`config.mk`:
```
export PLATFORM = sky130hd
export DESIGN_NAME = uart_rx_byte_flat
export DESIGN_NICKNAME = d
export VERILOG_FILES = /design/src/rtl/uart_rx_byte_if.sv /design/src/rtl/uart_rx_byte.sv /design/src/flat_wrapper.sv
export SDC_FILE = /design/constraint.sdc
export NUM_CORES = 1
export LEC_CHECK = 0
export CAP_MARGIN = 20
export CORE_ASPECT_RATIO = 1.25
export CORE_UTILIZATION = 35
export DETAILED_ROUTE_END_ITERATION = 10
export GPL_ROUTABILITY_DRIVEN = 0
export PLACE_DENSITY = 0.5
export SLEW_MARGIN = 0
export SYNTH_ARGS = -nofsm -noshare
export SYNTH_HDL_FRONTEND = slang
export SYNTH_SLANG_ARGS = --single-unit
```
`constraint.sdc`:
```
create_clock -name clk_i -period 4.2 [get_ports clk_i]
set_input_delay 1.26 -clock clk_i [delete_from_list [all_inputs] [get_ports clk_i]]
set_output_delay 1.26 -clock clk_i [all_outputs]
set_load 0.01 [all_outputs]
```
`src/rtl/uart_rx_byte_if.sv`:
```
// Serial-side and byte-side signals of the boot-load UART receiver.
// master drives the line and bit period; slave is the receiver.
interface uart_rx_byte_if #(
    parameter int unsigned CPB_W = 16
);
    logic [CPB_W-1:0] clks_per_bit_i;
    logic             rx_i;
    logic             rx_dv_o;
    logic [7:0]       rx_byte_o;
    logic             frame_err_o;
    logic             busy_o;

    modport master (
        output clks_per_bit_i,
        output rx_i,
        input  rx_dv_o,
        input  rx_byte_o,
        input  frame_err_o,
        input  busy_o
    );

    modport slave (
        input  clks_per_bit_i,
        input  rx_i,
        output rx_dv_o,
        output rx_byte_o,
        output frame_err_o,
        output busy_o
    );
endinterface

```
`src/rtl/uart_rx_byte.sv`:
```
// 8N1 UART receiver with a run-time bit period; one-cycle pulse per good byte,
// frames with a low stop bit are dropped and flagged.
module uart_rx_byte #(
    parameter int unsigned CPB_W = 16
) (
    input  logic              clk_i,
    input  logic              rst_i,
    uart_rx_byte_if.slave     bus
);
    localparam int unsigned CPB_MIN = 4;

    typedef enum logic [1:0] {
        S_IDLE  = 2'd0,
        S_START = 2'd1,
        S_DATA  = 2'd2,
        S_STOP  = 2'd3
    } state_t;

    state_t             r_state;
    state_t             w_state_nxt;

    logic               r_rx_meta;
    logic               r_rx_s;
    logic [CPB_W-1:0]   r_cpb;
    logic [CPB_W-1:0]   r_clk_cnt;
    logic [2:0]         r_bit_idx;
    logic [7:0]         r_shreg;
    logic               r_rx_dv;
    logic [7:0]         r_rx_byte;
    logic               r_frame_err;
    logic               r_busy;

    logic [CPB_W-1:0]   w_cpb_in;
    logic [CPB_W-1:0]   w_half;
    logic [CPB_W-1:0]   w_last;
    logic               w_tick;
    logic [CPB_W-1:0]   w_cpb_nxt;
    logic [CPB_W-1:0]   w_clk_cnt_nxt;
    logic [2:0]         w_bit_idx_nxt;
    logic [7:0]         w_shreg_nxt;
    logic               w_rx_dv_nxt;
    logic [7:0]         w_rx_byte_nxt;
    logic               w_frame_err_nxt;
    logic               w_busy_nxt;

    // Two-flop synchronizer; idles high so reset does not look like a start bit
    always_ff @(posedge clk_i or posedge rst_i) begin
        if (rst_i) begin
            r_rx_meta <= 1'b1;
            r_rx_s    <= 1'b1;
        end else begin
            r_rx_meta <= bus.rx_i;
            r_rx_s    <= r_rx_meta;
        end
    end

    assign w_cpb_in = (bus.clks_per_bit_i < CPB_W'(CPB_MIN)) ? CPB_W'(CPB_MIN)
                                                             : bus.clks_per_bit_i;
    assign w_half   = r_cpb >> 1;
    assign w_last   = r_cpb - CPB_W'(1);
    assign w_tick   = ((r_state == S_START) && (r_clk_cnt == w_half)) ||
                      (((r_state == S_DATA) || (r_state == S_STOP)) && (r_clk_cnt == w_last));

    always_ff @(posedge clk_i or posedge rst_i) begin
        if (rst_i) begin
            r_state <= S_IDLE;
        end else begin
            r_state <= w_state_nxt;
        end
    end

    always_comb begin
        w_state_nxt = r_state;
        case (r_state)
            S_IDLE:  if (!r_rx_s) w_state_nxt = S_START;
            S_START: if (w_tick) w_state_nxt = r_rx_s ? S_IDLE : S_DATA;
            S_DATA:  if (w_tick && (r_bit_idx == 3'd7)) w_state_nxt = S_STOP;
            S_STOP:  if (w_tick) w_state_nxt = S_IDLE;
            default: w_state_nxt = S_IDLE;
        endcase
    end

    always_comb begin
        w_cpb_nxt       = r_cpb;
        w_clk_cnt_nxt   = r_clk_cnt;
        w_bit_idx_nxt   = r_bit_idx;
        w_shreg_nxt     = r_shreg;
        w_rx_dv_nxt     = 1'b0;
        w_rx_byte_nxt   = r_rx_byte;
        w_frame_err_nxt = 1'b0;
        w_busy_nxt      = (w_state_nxt != S_IDLE);

        // Counter restarts on each sample and state change, otherwise saturates
        if ((r_state == S_IDLE) || w_tick || (w_state_nxt != r_state)) begin
            w_clk_cnt_nxt = '0;
        end else if (r_clk_cnt != w_last) begin
            w_clk_cnt_nxt = r_clk_cnt + CPB_W'(1);
        end

        case (r_state)
            S_IDLE: begin
                if (!r_rx_s) w_cpb_nxt = w_cpb_in;
            end
            S_START: begin
                if (w_tick && !r_rx_s) w_bit_idx_nxt = 3'd0;
            end
            S_DATA: begin
                if (w_tick) begin
                    w_shreg_nxt[r_bit_idx] = r_rx_s;
                    w_bit_idx_nxt          = r_bit_idx + 3'd1;
                end
            end
            S_STOP: begin
                if (w_tick) begin
                    if (r_rx_s) begin
                        w_rx_dv_nxt   = 1'b1;
                        w_rx_byte_nxt = r_shreg;
                    end else begin
                        w_frame_err_nxt = 1'b1;
                    end
                end
            end
            default: ;
        endcase
    end

    always_ff @(posedge clk_i or posedge rst_i) begin
        if (rst_i) begin
            r_cpb       <= '0;
            r_clk_cnt   <= '0;
            r_bit_idx   <= 3'd0;
            r_shreg     <= 8'h00;
            r_rx_dv     <= 1'b0;
            r_rx_byte   <= 8'h00;
            r_frame_err <= 1'b0;
            r_busy      <= 1'b0;
        end else begin
            r_cpb       <= w_cpb_nxt;
            r_clk_cnt   <= w_clk_cnt_nxt;
            r_bit_idx   <= w_bit_idx_nxt;
            r_shreg     <= w_shreg_nxt;
            r_rx_dv     <= w_rx_dv_nxt;
            r_rx_byte   <= w_rx_byte_nxt;
            r_frame_err <= w_frame_err_nxt;
            r_busy      <= w_busy_nxt;
        end
    end

    assign bus.rx_dv_o     = r_rx_dv;
    assign bus.rx_byte_o   = r_rx_byte;
    assign bus.frame_err_o = r_frame_err;
    assign bus.busy_o      = r_busy;
endmodule

```
`src/flat_wrapper.sv`:
```
// flat-port wrapper written by rule: the top's interface ports become plain ports
module uart_rx_byte_flat 
#(
    parameter int unsigned CPB_W = 16
)
  (clk_i, rst_i, bus_clks_per_bit_i, bus_rx_i, bus_rx_dv_o, bus_rx_byte_o, bus_frame_err_o, bus_busy_o);
  uart_rx_byte_if #(.CPB_W(CPB_W)) bus_i ();
  input  logic clk_i;
  input  logic rst_i;
  input wire logic [$bits(bus_i.clks_per_bit_i)-1:0] bus_clks_per_bit_i;
  input wire logic [$bits(bus_i.rx_i)-1:0] bus_rx_i;
  output wire logic [$bits(bus_i.rx_dv_o)-1:0] bus_rx_dv_o;
  output wire logic [$bits(bus_i.rx_byte_o)-1:0] bus_rx_byte_o;
  output wire logic [$bits(bus_i.frame_err_o)-1:0] bus_frame_err_o;
  output wire logic [$bits(bus_i.busy_o)-1:0] bus_busy_o;
  assign bus_i.clks_per_bit_i = bus_clks_per_bit_i;
  assign bus_i.rx_i = bus_rx_i;
  assign bus_rx_dv_o = bus_i.rx_dv_o;
  assign bus_rx_byte_o = bus_i.rx_byte_o;
  assign bus_frame_err_o = bus_i.frame_err_o;
  assign bus_busy_o = bus_i.busy_o;
  uart_rx_byte #(.CPB_W(CPB_W)) u_core (.clk_i(clk_i), .rst_i(rst_i), .bus(bus_i));
endmodule
```
== After elaboration in Yosys (flattened, before gate mapping) ==
Index checks and enable logic that the tools add are counted.
Word-level totals
  word-level logic and storage cells: 67
  input bits: 19
  output and inout port bits: 11
  bits in registers: 58
Operators by class
  $lt $le $gt $ge: 3
  reductions and logical operators: 18
  eq/ne operators: 10
  muxes and demuxes: 21
  $add $sub $neg: 3
  bitwise logic cells: 1
Operator list (number)
  16-bit 2-to-1 mux: 3
  16-bit by 1-bit adder with 16-bit output (second input constant): 1
  16-bit by 15-bit == test with 1-bit output: 1
  16-bit == test: 1
  16-bit by 3-bit less-than comparator with 1-bit output (second input constant): 1
  16-bit != test: 1
  16-bit by 1-bit subtractor with 16-bit output (second input constant): 1
  2-bit 2-to-1 mux: 5
  8-bit bitwise mux: 1
  2-bit case mux with 4 select lines: 1
  1-bit 2-to-1 mux: 7
  3-bit 2-to-1 mux: 2
  3-bit case mux with 2 select lines: 1
  3-bit AND reduction: 2
  2-bit nonzero test: 3
  1-bit logical AND: 5
  2-bit == test (second input constant): 2
  1-bit logical OR: 4
  3-bit by 4-bit less-than comparator with 1-bit output (second input constant): 1
  2-bit AND reduction: 2
  3-bit by 1-bit adder with 3-bit output (second input constant): 1
  1-bit demux with 3-bit select: 1
  3-bit == test (second input constant): 1
  3-bit by 1-bit >= comparator with 1-bit output (second input constant): 1
  7 further kinds: 7

== Depth between registers and ports, before layout ==
Gate-level depths: netlist of run 1.
  word-level depth: 10
  mapped depth: 11
  gate-level depth less buffers: 9

== Worst setup path before layout of run 1 ==
No wires, ideal clock.
  path type: reg-to-reg
  from: register u_core.r_cpb[0]
  to: register u_core.r_rx_byte[0], in the netlist u_core.bus.rx_byte_o[0]
  path buffers: 0
  setup slack: 0.856 ns
  cell stages (with the launch flop): 10
  clock period less this slack: 3.344 ns
  arrival time: 3.220 ns
  required time: 4.075 ns
  setup time: 0.125 ns
  cell sequence: dfrtp_1 -> inv_1 -> ha_1 -> or4b_1 -> o31a_1 -> or4_1 -> o211a_2 -> a2111oi_4 -> o2111ai_4 -> mux2_2
On the way
  longest elaborated chain between the ends: 5
RTL lines
  start: declaration: RTL line uart_rx_byte.sv:24  | logic [CPB_W-1:0] r_cpb;
  start signal: assignment: RTL line uart_rx_byte.sv:138  | r_cpb <= w_cpb_nxt;
  16-bit by 1-bit subtractor with 16-bit output: RTL line uart_rx_byte.sv:60  | assign w_last = r_cpb - CPB_W'(1);
  16-bit == test: RTL line uart_rx_byte.sv:62  | (((r_state == S_DATA) || (r_state == S_STOP)) && (r_clk_cnt == w_last));
  1-bit logical AND: RTL line uart_rx_byte.sv:62
  1-bit logical OR: RTL line uart_rx_byte.sv:61  | assign w_tick = ((r_state == S_START) && (r_clk_cnt == w_half)) ||
  3-bit AND reduction (no source line)
  end signal: assignment: RTL line uart_rx_byte.sv:143  | r_rx_byte <= w_rx_byte_nxt;
  end: declaration: RTL line uart_rx_byte.sv:29  | logic [7:0] r_rx_byte;
Every way passes these cells.
A chain may end at the register's enable or synchronous reset.

== Final worst setup path of run 1 ==
  from: register u_core.r_cpb[0]
  to: register u_core.r_rx_byte[7], in the netlist u_core.bus.rx_byte_o[7]
The elaborated chain is that of the path after synthesis.

==> results of run 1 <==
==> cells by family after synthesis <==
kind of cell | synth area share (%)
and+or+nand+nor | 17.2
AOI/OAI and AO/OA | 15.8
DFF | 42.2
buffers and inverters | 4.36
xor gates and xnor gates | 8.64
muxes | 10.3
adders and majority gates | 1.45
==> layer usage <==
metal,GRT usage (%),up-vias
li1,-,1301
met1,20.9,1311
met2,31.3,41
met3,3.83,11
met4,8.39,0
met5,0,-
==> worst register-to-register path, delay by kind of cell, from the launching register on <==
kind                     cells  cell delay [ps]
buffers and inverters        1               90
AO/OA/AOI/OAI                4             1410
AND/OR/NAND/NOR              2             1030
flip-flops                   1              430
adder cells (fa/ha/maj)      1              220
multiplexers                 1              340
==> stage by stage <==
stage               hold WS (ps)  utilization (%)  cell area (sq um)  instances
global route                 362             43.9               4220        495
global placement             347             40.3               3880        479
finish                       354             43.9               4220        495
floorplan                    345                -               3440        341
detailed placement           349             40.3               3880        479
CTS                          356             43.9               4220        495
==> final cells by class <==
type | count | area (sq um) | share of cell area, %
inverters | 10 | 37.5 | 0.890
well taps | 126 | 158 | 3.74
flip-flops and latches | 58 | 1450 | 34.5
repair buffers | 37 | 363 | 8.61
multi-input cells | 248 | 1860 | 44.2
clock inverters | 4 | 72.6 | 1.72
clock buffers | 12 | 267 | 6.32
==> placed cells by master, fill, tap and decap left out, types with 4 or more instances in the layout <==
master	Yosys	layout
dfrtp_1	56	56
clkdlybuf4s50_1	0	29
mux2_2	28	28
xnor2_1	23	23
a21oi_1	21	21
nand2_1	20	20
o21ai_0	19	19
or3_1	14	14
nor2_1	12	12
xor2_1	11	11
nand4_1	10	10
inv_1	10	9
clkbuf_16	0	9
o211ai_1	8	8
or4_1	7	7
nand3_1	7	7
buf_4	1	7
nor4_1	6	5
o31ai_1	5	5
and4_1	4	4
mux2i_1	4	4
ha_1	4	4
==> how the worst max path moves through the flow <==
stage | depth (start not counted) | startpoint | endpoint
after global routing | 10 | u_core.r_cpb[1] | u_core.bus.rx_byte_o[4]
final | 9 | u_core.r_cpb[0] | u_core.bus.rx_byte_o[7]
after global placement | 9 | u_core.r_cpb[0] | u_core.bus.rx_byte_o[1]
after CTS | 9 | u_core.r_cpb[0] | u_core.bus.rx_byte_o[7]
after floorplan | 9 | u_core.r_cpb[0] | u_core.bus.rx_byte_o[0]
after detailed placement | 9 | u_core.r_cpb[0] | u_core.bus.rx_byte_o[7]
==> cells in the mapped netlist, types with 2 or more instances <==
master,number,area [sq um]
or4_1,7,52.6
nor2b_1,2,12.5
clkbuf_1,17,63.8
mux2_2,28,315
o31ai_1,5,37.5
nor4_1,6,37.5
nand2b_1,2,12.5
nor3_1,4,20.0
and4_1,4,35.0
ha_1,4,50.1
and3_1,3,18.8
a21bo_2,2,20.0
dfstp_2,2,52.6
o21ai_0,19,95.1
o211ai_1,8,60.1
a2111oi_2,2,30.0
dfrtp_1,56,1400
a2111oi_0,2,17.5
nand3b_1,2,15.0
or2_2,3,18.8
nand3_1,7,35.0
xor2_1,11,96.3
mux2i_1,4,40.0
a21oi_1,21,105
buf_2,6,30.0
a211o_1,2,17.5
or3_1,14,87.6
nand2_1,20,75.1
inv_1,10,37.5
a211oi_1,2,15.0
nor2_1,12,45.0
o211a_1,2,20.0
nand4_1,10,62.6
xnor2_1,23,201
==> power groups by stage <==
| stage | clock network [mW] | logic [mW] | registers, mW |
|---|---|---|---|
| 6_report | 0.828 | 0.185 | 0.680 |
| 5_1_grt | 0.865 | 0.210 | 0.687 |
| 4_1_cts | 0.847 | 0.188 | 0.681 |
| 3_5_place_dp | 0 | 0.186 | 0.690 |
| 3_3_place_gp | 0 | 0.185 | 0.690 |
| 2_1_floorplan | 0 | 0.182 | 0.624 |
==> flip-flops by register name, indices dropped and copies added, names as in the netlist <==
register,count
u_core.r_shreg,8
u_core.r_rx_s,1
u_core.bus.frame_err_o,1
u_core.r_clk_cnt,16
u_core.r_state,2
u_core.r_rx_meta,1
u_core.r_bit_idx,3
u_core.r_cpb,16
u_core.bus.busy_o,1
u_core.bus.rx_byte_o,8
u_core.bus.rx_dv_o,1
==> results.json, run 1 <==
{
  "synth_seq_area_share_pct": 42.2,
  "finalHoldViolations": 0,
  "ys_async_sr_fraction_pct": 100,
  "portBuffers": 29,
  "clock_skew_ps": 6.61,
  "slew_headroom_pct": 56.9,
  "ff2ff_path_depth": 9,
  "pre_cts_slack_ps": 573,
  "r2r_slack_ps": 550,
  "cp_num_buf_inv": 1,
  "syn_to_final_growth_pct": 22.4,
  "grt_use_total_pct": 17.9,
  "grt_pass1_vias": 2710,
  "worstMarginPinSlew_ps": 647,
  "synth_edf_count": 0,
  "vdd_ir_drop_max_mv": 0.285,
  "netlist_instances": 341,
  "fin_crit_ps": 3650,
  "cpLargestDelayFamily": "compound AO/OA/AOI/OAI gates",
  "layout.nets": 387,
  "endpoint_kind": "register",
  "sequentialPowerShare_pct": 40.1,
  "avgRoutedWirePerCell_um": 16.6,
  "grt_max_degree": 32,
  "syn-mean-instance-area_sq_um": 10.1,
  "clock.fmax_mhz": 274,
  "holdPathStages": 0,
  "antennaDiodeCount": 0,
  "crit_type": "reg -> reg",
  "root_buffer": "clkbuf_16",
  "antenna_found_initial": 0,
  "grt_pass1_wl_um": 14000,
  "met2_length_um": 4230,
  "min_from": "u_core.r_rx_meta",
  "wl_um": 8220,
  "synthesis.area_sq_um": 3440,
  "vias": 2664,
  "drv_cap": 0,
  "slowest_delay_ps": 650,
  "p_per_area_nw_per_um2": 402,
  "synthFlopType": "dfrtp_1",
  "route.detailed.drc": 0,
  "dp_hpwl_um": 6000,
  "switching_share_pct": 25.7,
  "crit_required_ps": 4420,
  "coreArea_sq_um": 9610,
  "synth_seq_cells": 58,
  "ctsResizeCount": 0,
  "die_w_um": 90.7,
  "comb_power_share_pct": 11.0,
  "initial_core_util_pct": 35.8,
  "routed-wl-met3_um": 285,
  "p_int_mw": 1.26,
  "power_leakage_nw": 1.69,
  "drtPass1Iterations": 4,
  "cts_tree": "yes",
  "drv_slew": 0,
  "crit_arrival_ps": 3870,
  "hold_end": "u_core.r_rx_s",
  "drt_iter0_drc": 176,
  "r2r_start": "u_core.r_cpb[0]",
  "num_rows": 40,
  "setup_viol": 0,
  "yosysWarnings": 0,
  "period_share_pct": 86.9,
  "boundaryPins": 30,
  "finalWorstSetupSlack_ps": 550,
  "p_clk_share_pct": 48.9,
  "drtAntennaViolNets": 0,
  "fillers": 940,
  "rr_endpoint": "u_core.bus.rx_byte_o[7]",
  "outcome": "finished clean",
  "path_cells": "inv_1 -> ha_1 -> or4b_1 -> o31a_1 -> or4_1 -> o211a_2 -> a2111oi_4 -> o2111ai_4 -> mux2_2",
  "wl_met1_um": 3520,
  "die-area_sq_um": 10200,
  "htreeDepth": 3,
  "insertion_delay_ps": 340,
  "via_per_inst": 5.38,
  "gr-total-overflow": 0,
  "grt_setup_unrepaired": "no",
  "numCtsBuffers": 9,
  "die-height_um": 113,
  "cpMaxStageDelayCell": "a2111oi_4",
  "cts_setup_buffers": 0,
  "startpoint_type": "register",
  "synth_cell_types": 53,
  "drive_gt1_share_pct": 18.4,
  "power.total_mw": 1.69,
  "crit_path_max_fanout": 10,
  "hold_buffers": 0,
  "cts_buffer_depth": 2,
  "synth_fp_nets": 364,
  "p_sw_uw": 435,
  "cts_sinks": 58,
  "top_layer": "met4",
  "path_clk_slew_ps": 60,
  "holdCritPathClass": "reg -> reg",
  "tns_ps": 0
}
No activity file was read; power rests on OpenSTA's default activity.
==> run 2: changes to the inputs <==
--- a/config.mk
+++ b/config.mk
@@ -7,10 +7,10 @@
 export LEC_CHECK = 0
 export CAP_MARGIN = 20
 export CORE_ASPECT_RATIO = 1.25
-export CORE_UTILIZATION = 35
+export CORE_UTILIZATION = 30
 export DETAILED_ROUTE_END_ITERATION = 10
 export GPL_ROUTABILITY_DRIVEN = 0
-export PLACE_DENSITY = 0.5
+export PLACE_DENSITY = 0.44
 export SLEW_MARGIN = 0
 export SYNTH_ARGS = -nofsm -noshare
 export SYNTH_HDL_FRONTEND = slang
==> run 2 against run 1 <==
Effect of this change: the flow now finishes with violations (DRC); wire length increased by 3.5%; global-route usage decreased by 1.9 points; clock power decreased by 18%; worst hold slack got worse by 0.60 ps; register-to-register slack about the same; fmax about the same; clock skew increased by 3.7 ps; sequential share of layout area increased by 0.47 points; first-iteration DRC count decreased by 26%; largest power group is now sequential cells.
==> results.json, run 2 (synthesis gave the netlist of run 1 again) <==
{
  "drv_slew": 0,
  "cts_setup_buffers": 0,
  "avgRoutedWirePerCell_um": 16.9,
  "crit_arrival_ps": 3860,
  "coreArea_sq_um": 11100,
  "num_rows": 43,
  "insertion_delay_ps": 330,
  "min_from": "u_core.r_rx_meta",
  "tns_ps": 0,
  "violations": "DRC",
  "finalHoldViolations": 0,
  "layout.nets": 387,
  "path_clk_slew_ps": 50,
  "grt_use_total_pct": 16.0,
  "syn_to_final_growth_pct": 20.7,
  "numCtsBuffers": 9,
  "outcome": "finished, violations left",
  "htreeDepth": 3,
  "grt_pass1_vias": 2754,
  "final_common_cell": "dfrtp_1",
  "path_cells": "inv_1 -> ha_1 -> or4b_1 -> o31a_1 -> or4_1 -> o211a_2 -> a2111oi_4 -> o2111ai_4 -> mux2_2",
  "vias": 2683,
  "pre_cts_slack_ps": 563,
  "die_w_um": 97.8,
  "power_leakage_nw": 1.66,
  "hold_slack_ps": 354,
  "cts_sinks": 58,
  "drtAntennaViolNets": 0,
  "via_per_inst": 5.32,
  "wl_um": 8510,
  "top_regs": "u_core.r_clk_cnt (16), u_core.r_cpb (16)",
  "drive_gt1_share_pct": 17.1,
  "drt_iter0_drc": 131,
  "drv_cap": 0,
  "dp_hpwl_um": 6180,
  "period_share_pct": 86.9,
  "slowest_delay_ps": 650,
  "antenna_found_initial": 0,
  "antennaDiodeCount": 0,
  "initial_core_util_pct": 30.9,
  "final_area_sq_um": 4160,
  "cts_buffer_depth": 2,
  "drtPass1Iterations": 7,
  "clock_skew_ps": 10.3,
  "route.detailed.drc": 2,
  "vdd_ir_drop_max_mv": 0.142,
  "clock.fmax_mhz": 274,
  "grt_setup_unrepaired": "no",
  "worstMarginPinSlew_ps": 677,
  "boundaryPins": 30,
  "root_buffer": "clkbuf_16",
  "r2r_start": "u_core.r_cpb[1]",
  "finalWorstSetupSlack_ps": 548,
  "gr-total-overflow": 0,
  "portBuffers": 29,
  "hold_buffers": 0,
  "dpl_cell_area_sq_um": 3890,
  "die-height_um": 122,
  "ctsResizeCount": 0,
  "crit_path_max_fanout": 10,
  "holdCritPathClass": "reg -> reg",
  "setup_viol": 0,
  "mostFrequentLayoutCells": "dfrtp_1 (56), clkdlybuf4s50_1 (29), mux2_2 (28)",
  "die-area_sq_um": 11900,
  "cpMaxStageDelayCell": "a2111oi_4",
  "startpoint_type": "register",
  "cp-startpoint": "u_core.r_cpb[1]",
  "fin_crit_ps": 3650,
  "cts_tree": "yes",
  "p_per_area_nw_per_um2": 371,
  "grt_max_degree": 33,
  "crit_type": "reg -> reg",
  "slew_headroom_pct": 54.8,
  "endpoint_kind": "register",
  "grt_pass1_wl_um": 14500,
  "crit_required_ps": 4410
}
## run 2: cell count changes in the layout (fill, tap and decap cells not counted)
cell / before / now
clkbuf_1: 0 / 5
bufinv_16: 2 / 0
clkbuf_8: 3 / 2
clkinv_2: 1 / 0
clkinvlp_4: 1 / 0
## run 2: power breakdown
part	internal (mW)	leakage, nW	switching (mW)
clock network	0.432	0.131	0.244
registers	0.594	0.748	0.0839
logic	0.0989	0.779	0.0887
## run 2: final timing paths
check	slack (ps)	depth (start not counted)	endpoint
max in group asynchronous	2280	3	u_core.r_clk_cnt[0]
worst min register to register	350	0	u_core.r_rx_s
worst max-delay path	550	9	u_core.bus.rx_byte_o[5]
worst min-delay path	350	0	u_core.r_rx_s
worst max register to register	550	9	u_core.bus.rx_byte_o[5]
min in group asynchronous	1330	2	u_core.r_bit_idx[1]
## run 2: area by class of cell
class | count | area, sq um
Inverter | 10 | 37.5
Multi-Input combinational cell | 248 | 1860
Fill cell | 1124 | 6980
Tap cell | 135 | 169
Clock buffer | 16 | 272
Sequential cell | 58 | 1450
Timing Repair Buffer | 37 | 363
## run 2: layer usage
metal / up-vias / wire length [um] / track usage (%)
met4: 0 / 326 / 10.0
met3: 23 / 256 / 3.21
met5: - / 0 / 0
met2: 40 / 4180 / 26.4
met1: 1314 / 3750 / 19.1
li1: 1306 / - / -
## run 2: stage by stage
step                utilization [%]  total power [mW]  instances
floorplan                         -             0.805        341
global placement               34.9             0.879        488
detailed placement             34.9             0.877        488
CTS                            37.3              1.56        504
global route                   37.3              1.62        504
finish                         37.3              1.54        504
## run 2: worst max-delay path, delay by kind of cell, from the launching register on
kind            cells  cell delay, ps
fa+ha+maj           1             230
mux                 1             350
flops               1             420
compound gates      4            1420
buf+inv             1             100
simple gates        2            1030
==> run 3: changes to the inputs <==
--- a/config.mk
+++ b/config.mk
@@ -6,7 +6,7 @@
 export NUM_CORES = 1
 export LEC_CHECK = 0
 export CAP_MARGIN = 20
-export CORE_ASPECT_RATIO = 1.25
+export CORE_ASPECT_RATIO = 0.5
 export CORE_UTILIZATION = 30
 export DETAILED_ROUTE_END_ITERATION = 10
 export GPL_ROUTABILITY_DRIVEN = 0
==> run 3 against run 2 <==
Effect of this change: fmax decreased by 1.8%; die area up 0.20%; largest cell class unchanged; the run now ends clean; clock-buffer cell count decreased by 5.
==> results.json, run 3 (synthesis gave the netlist of run 1 again) <==
{
  "grt_pass1_vias": 2682,
  "num_rows": 27,
  "r2r_slack_ps": 480,
  "antenna_found_initial": 0,
  "grt_setup_unrepaired": "no",
  "fin_crit_ps": 3720,
  "holdPathStages": 0,
  "insertion_delay_ps": 330,
  "drive_gt1_share_pct": 18.6,
  "fillers": 1100,
  "die_w_um": 154,
  "top_regs": "u_core.r_clk_cnt (16), u_core.r_cpb (16)",
  "vias": 2695,
  "crit_type": "reg -> reg",
  "avgRoutedWirePerCell_um": 16.1,
  "finalHoldViolations": 0,
  "cts_setup_buffers": 0,
  "outcome": "finished clean",
  "fin_util_pct": 37.9,
  "drv_cap": 0,
  "die-height_um": 77.8,
  "final_common_cell": "dfrtp_1",
  "htreeDepth": 3,
  "slew_headroom_pct": 45.9,
  "endpoint_kind": "register",
  "boundaryPins": 30,
  "clock_skew_ps": 5.22,
  "grt_max_degree": 59,
  "gr-total-overflow": 0,
  "startpoint_type": "register",
  "crit_path_max_fanout": 10,
  "initial_core_util_pct": 31.1,
  "clock.fmax_mhz": 269,
  "die-area_sq_um": 11900,
  "layout.nets": 388,
  "numCtsBuffers": 9,
  "p_per_area_nw_per_um2": 385,
  "antennaDiodeCount": 0,
  "tns_ps": 0,
  "grt_pass1_wl_um": 13800,
  "hold_buffers": 0,
  "via_per_inst": 5.23,
  "power_leakage_nw": 1.68,
  "root_buffer": "clkbuf_16",
  "mostFrequentLayoutCells": "dfrtp_1 (56), clkdlybuf4s50_1 (29), mux2_2 (28)",
  "worstMarginPinSlew_ps": 804,
  "dp_hpwl_um": 5980,
  "cts_sinks": 58,
  "ctsResizeCount": 0,
  "drtAntennaViolNets": 0,
  "path_clk_slew_ps": 50,
  "setup_viol": 0,
  "crit_arrival_ps": 3930,
  "cts_tree": "yes",
  "wl_um": 8310,
  "cts_buffer_depth": 2,
  "drv_slew": 0,
  "portBuffers": 29,
  "route.detailed.drc": 0,
  "crit_required_ps": 4410,
  "holdCritPathClass": "reg -> reg",
  "coreArea_sq_um": 11100,
  "syn_to_final_growth_pct": 21.9,
  "drtPass1Iterations": 4,
  "ff2ff_path_depth": 9,
  "period_share_pct": 88.6,
  "vdd_ir_drop_max_mv": 0.217,
  "drt_iter0_drc": 138,
  "grt_use_total_pct": 15.0
}
## run 3: changes by cell type in the layout (fill, tap and decap cells not counted)
cell / before / now
buf_12: 1 / 0
buf_4: 7 / 9
bufinv_16: 0 / 1
clkbuf_1: 5 / 0
clkinv_2: 0 / 3
clkinvlp_4: 0 / 1
## run 3: final cells by class
class	count	area [sq um]	share of cell area, %
clock inverters	5	52.6	1.25
flip-flops and latches	58	1450	34.6
repair buffers	38	358	8.52
inverters	10	37.5	0.894
well taps	145	181	4.32
clock buffers	11	253	6.02
multi-input cells	248	1860	44.4
## run 3: layer usage
layer / wire (um) / share of wire, % / GRT usage (%) / vias up
met5: 0 / 0 / 0 / -
met4: 42 / 0.51 / 2.80 / 0
met3: 488 / 5.9 / 5.20 / 5
met2: 3580 / 43 / 23.3 / 47
met1: 4200 / 51 / 20.1 / 1337
li1: - / - / - / 1306
## run 3: through the flow
step,setup WS [ps],area (sq um),instances,hold WS (ps),power (mW)
finish,480,4200,515,355,1.62
global route,329,4200,515,362,1.69
CTS,494,4200,515,356,1.63
detailed placement,520,3890,499,348,0.877
global placement,595,3890,499,347,0.872
floorplan,856,3440,341,345,0.805
## run 3: power by group
| group | leakage, nW | switching [mW] | total [mW] | internal [mW] |
|---|---|---|---|---|
| sequential | 0.748 | 0.0809 | 0.674 | 0.593 |
| clock | 0.151 | 0.260 | 0.747 | 0.487 |
| combinational | 0.779 | 0.0957 | 0.194 | 0.0985 |
## run 3: final timing paths
kind	start	end
hold reg to reg	u_core.r_rx_meta	u_core.r_rx_s
max in group asynchronous	rst_i	u_core.r_clk_cnt[10]
setup / recovery	u_core.r_cpb[1]	u_core.bus.rx_byte_o[6]
hold / removal	u_core.r_rx_meta	u_core.r_rx_s
setup reg to reg	u_core.r_cpb[1]	u_core.bus.rx_byte_o[6]
min in group asynchronous	rst_i	u_core.bus.rx_byte_o[5]
## run 3: worst max-delay path, cell delays in order, from the launching register on
cell	delay (ps)
dfrtp_1	430
inv_1	100
ha_1	240
or4b_1	550
o31a_1	330
or4_1	510
o211a_2	180
a2111oi_4	640
o2111ai_4	270
mux2_2	350
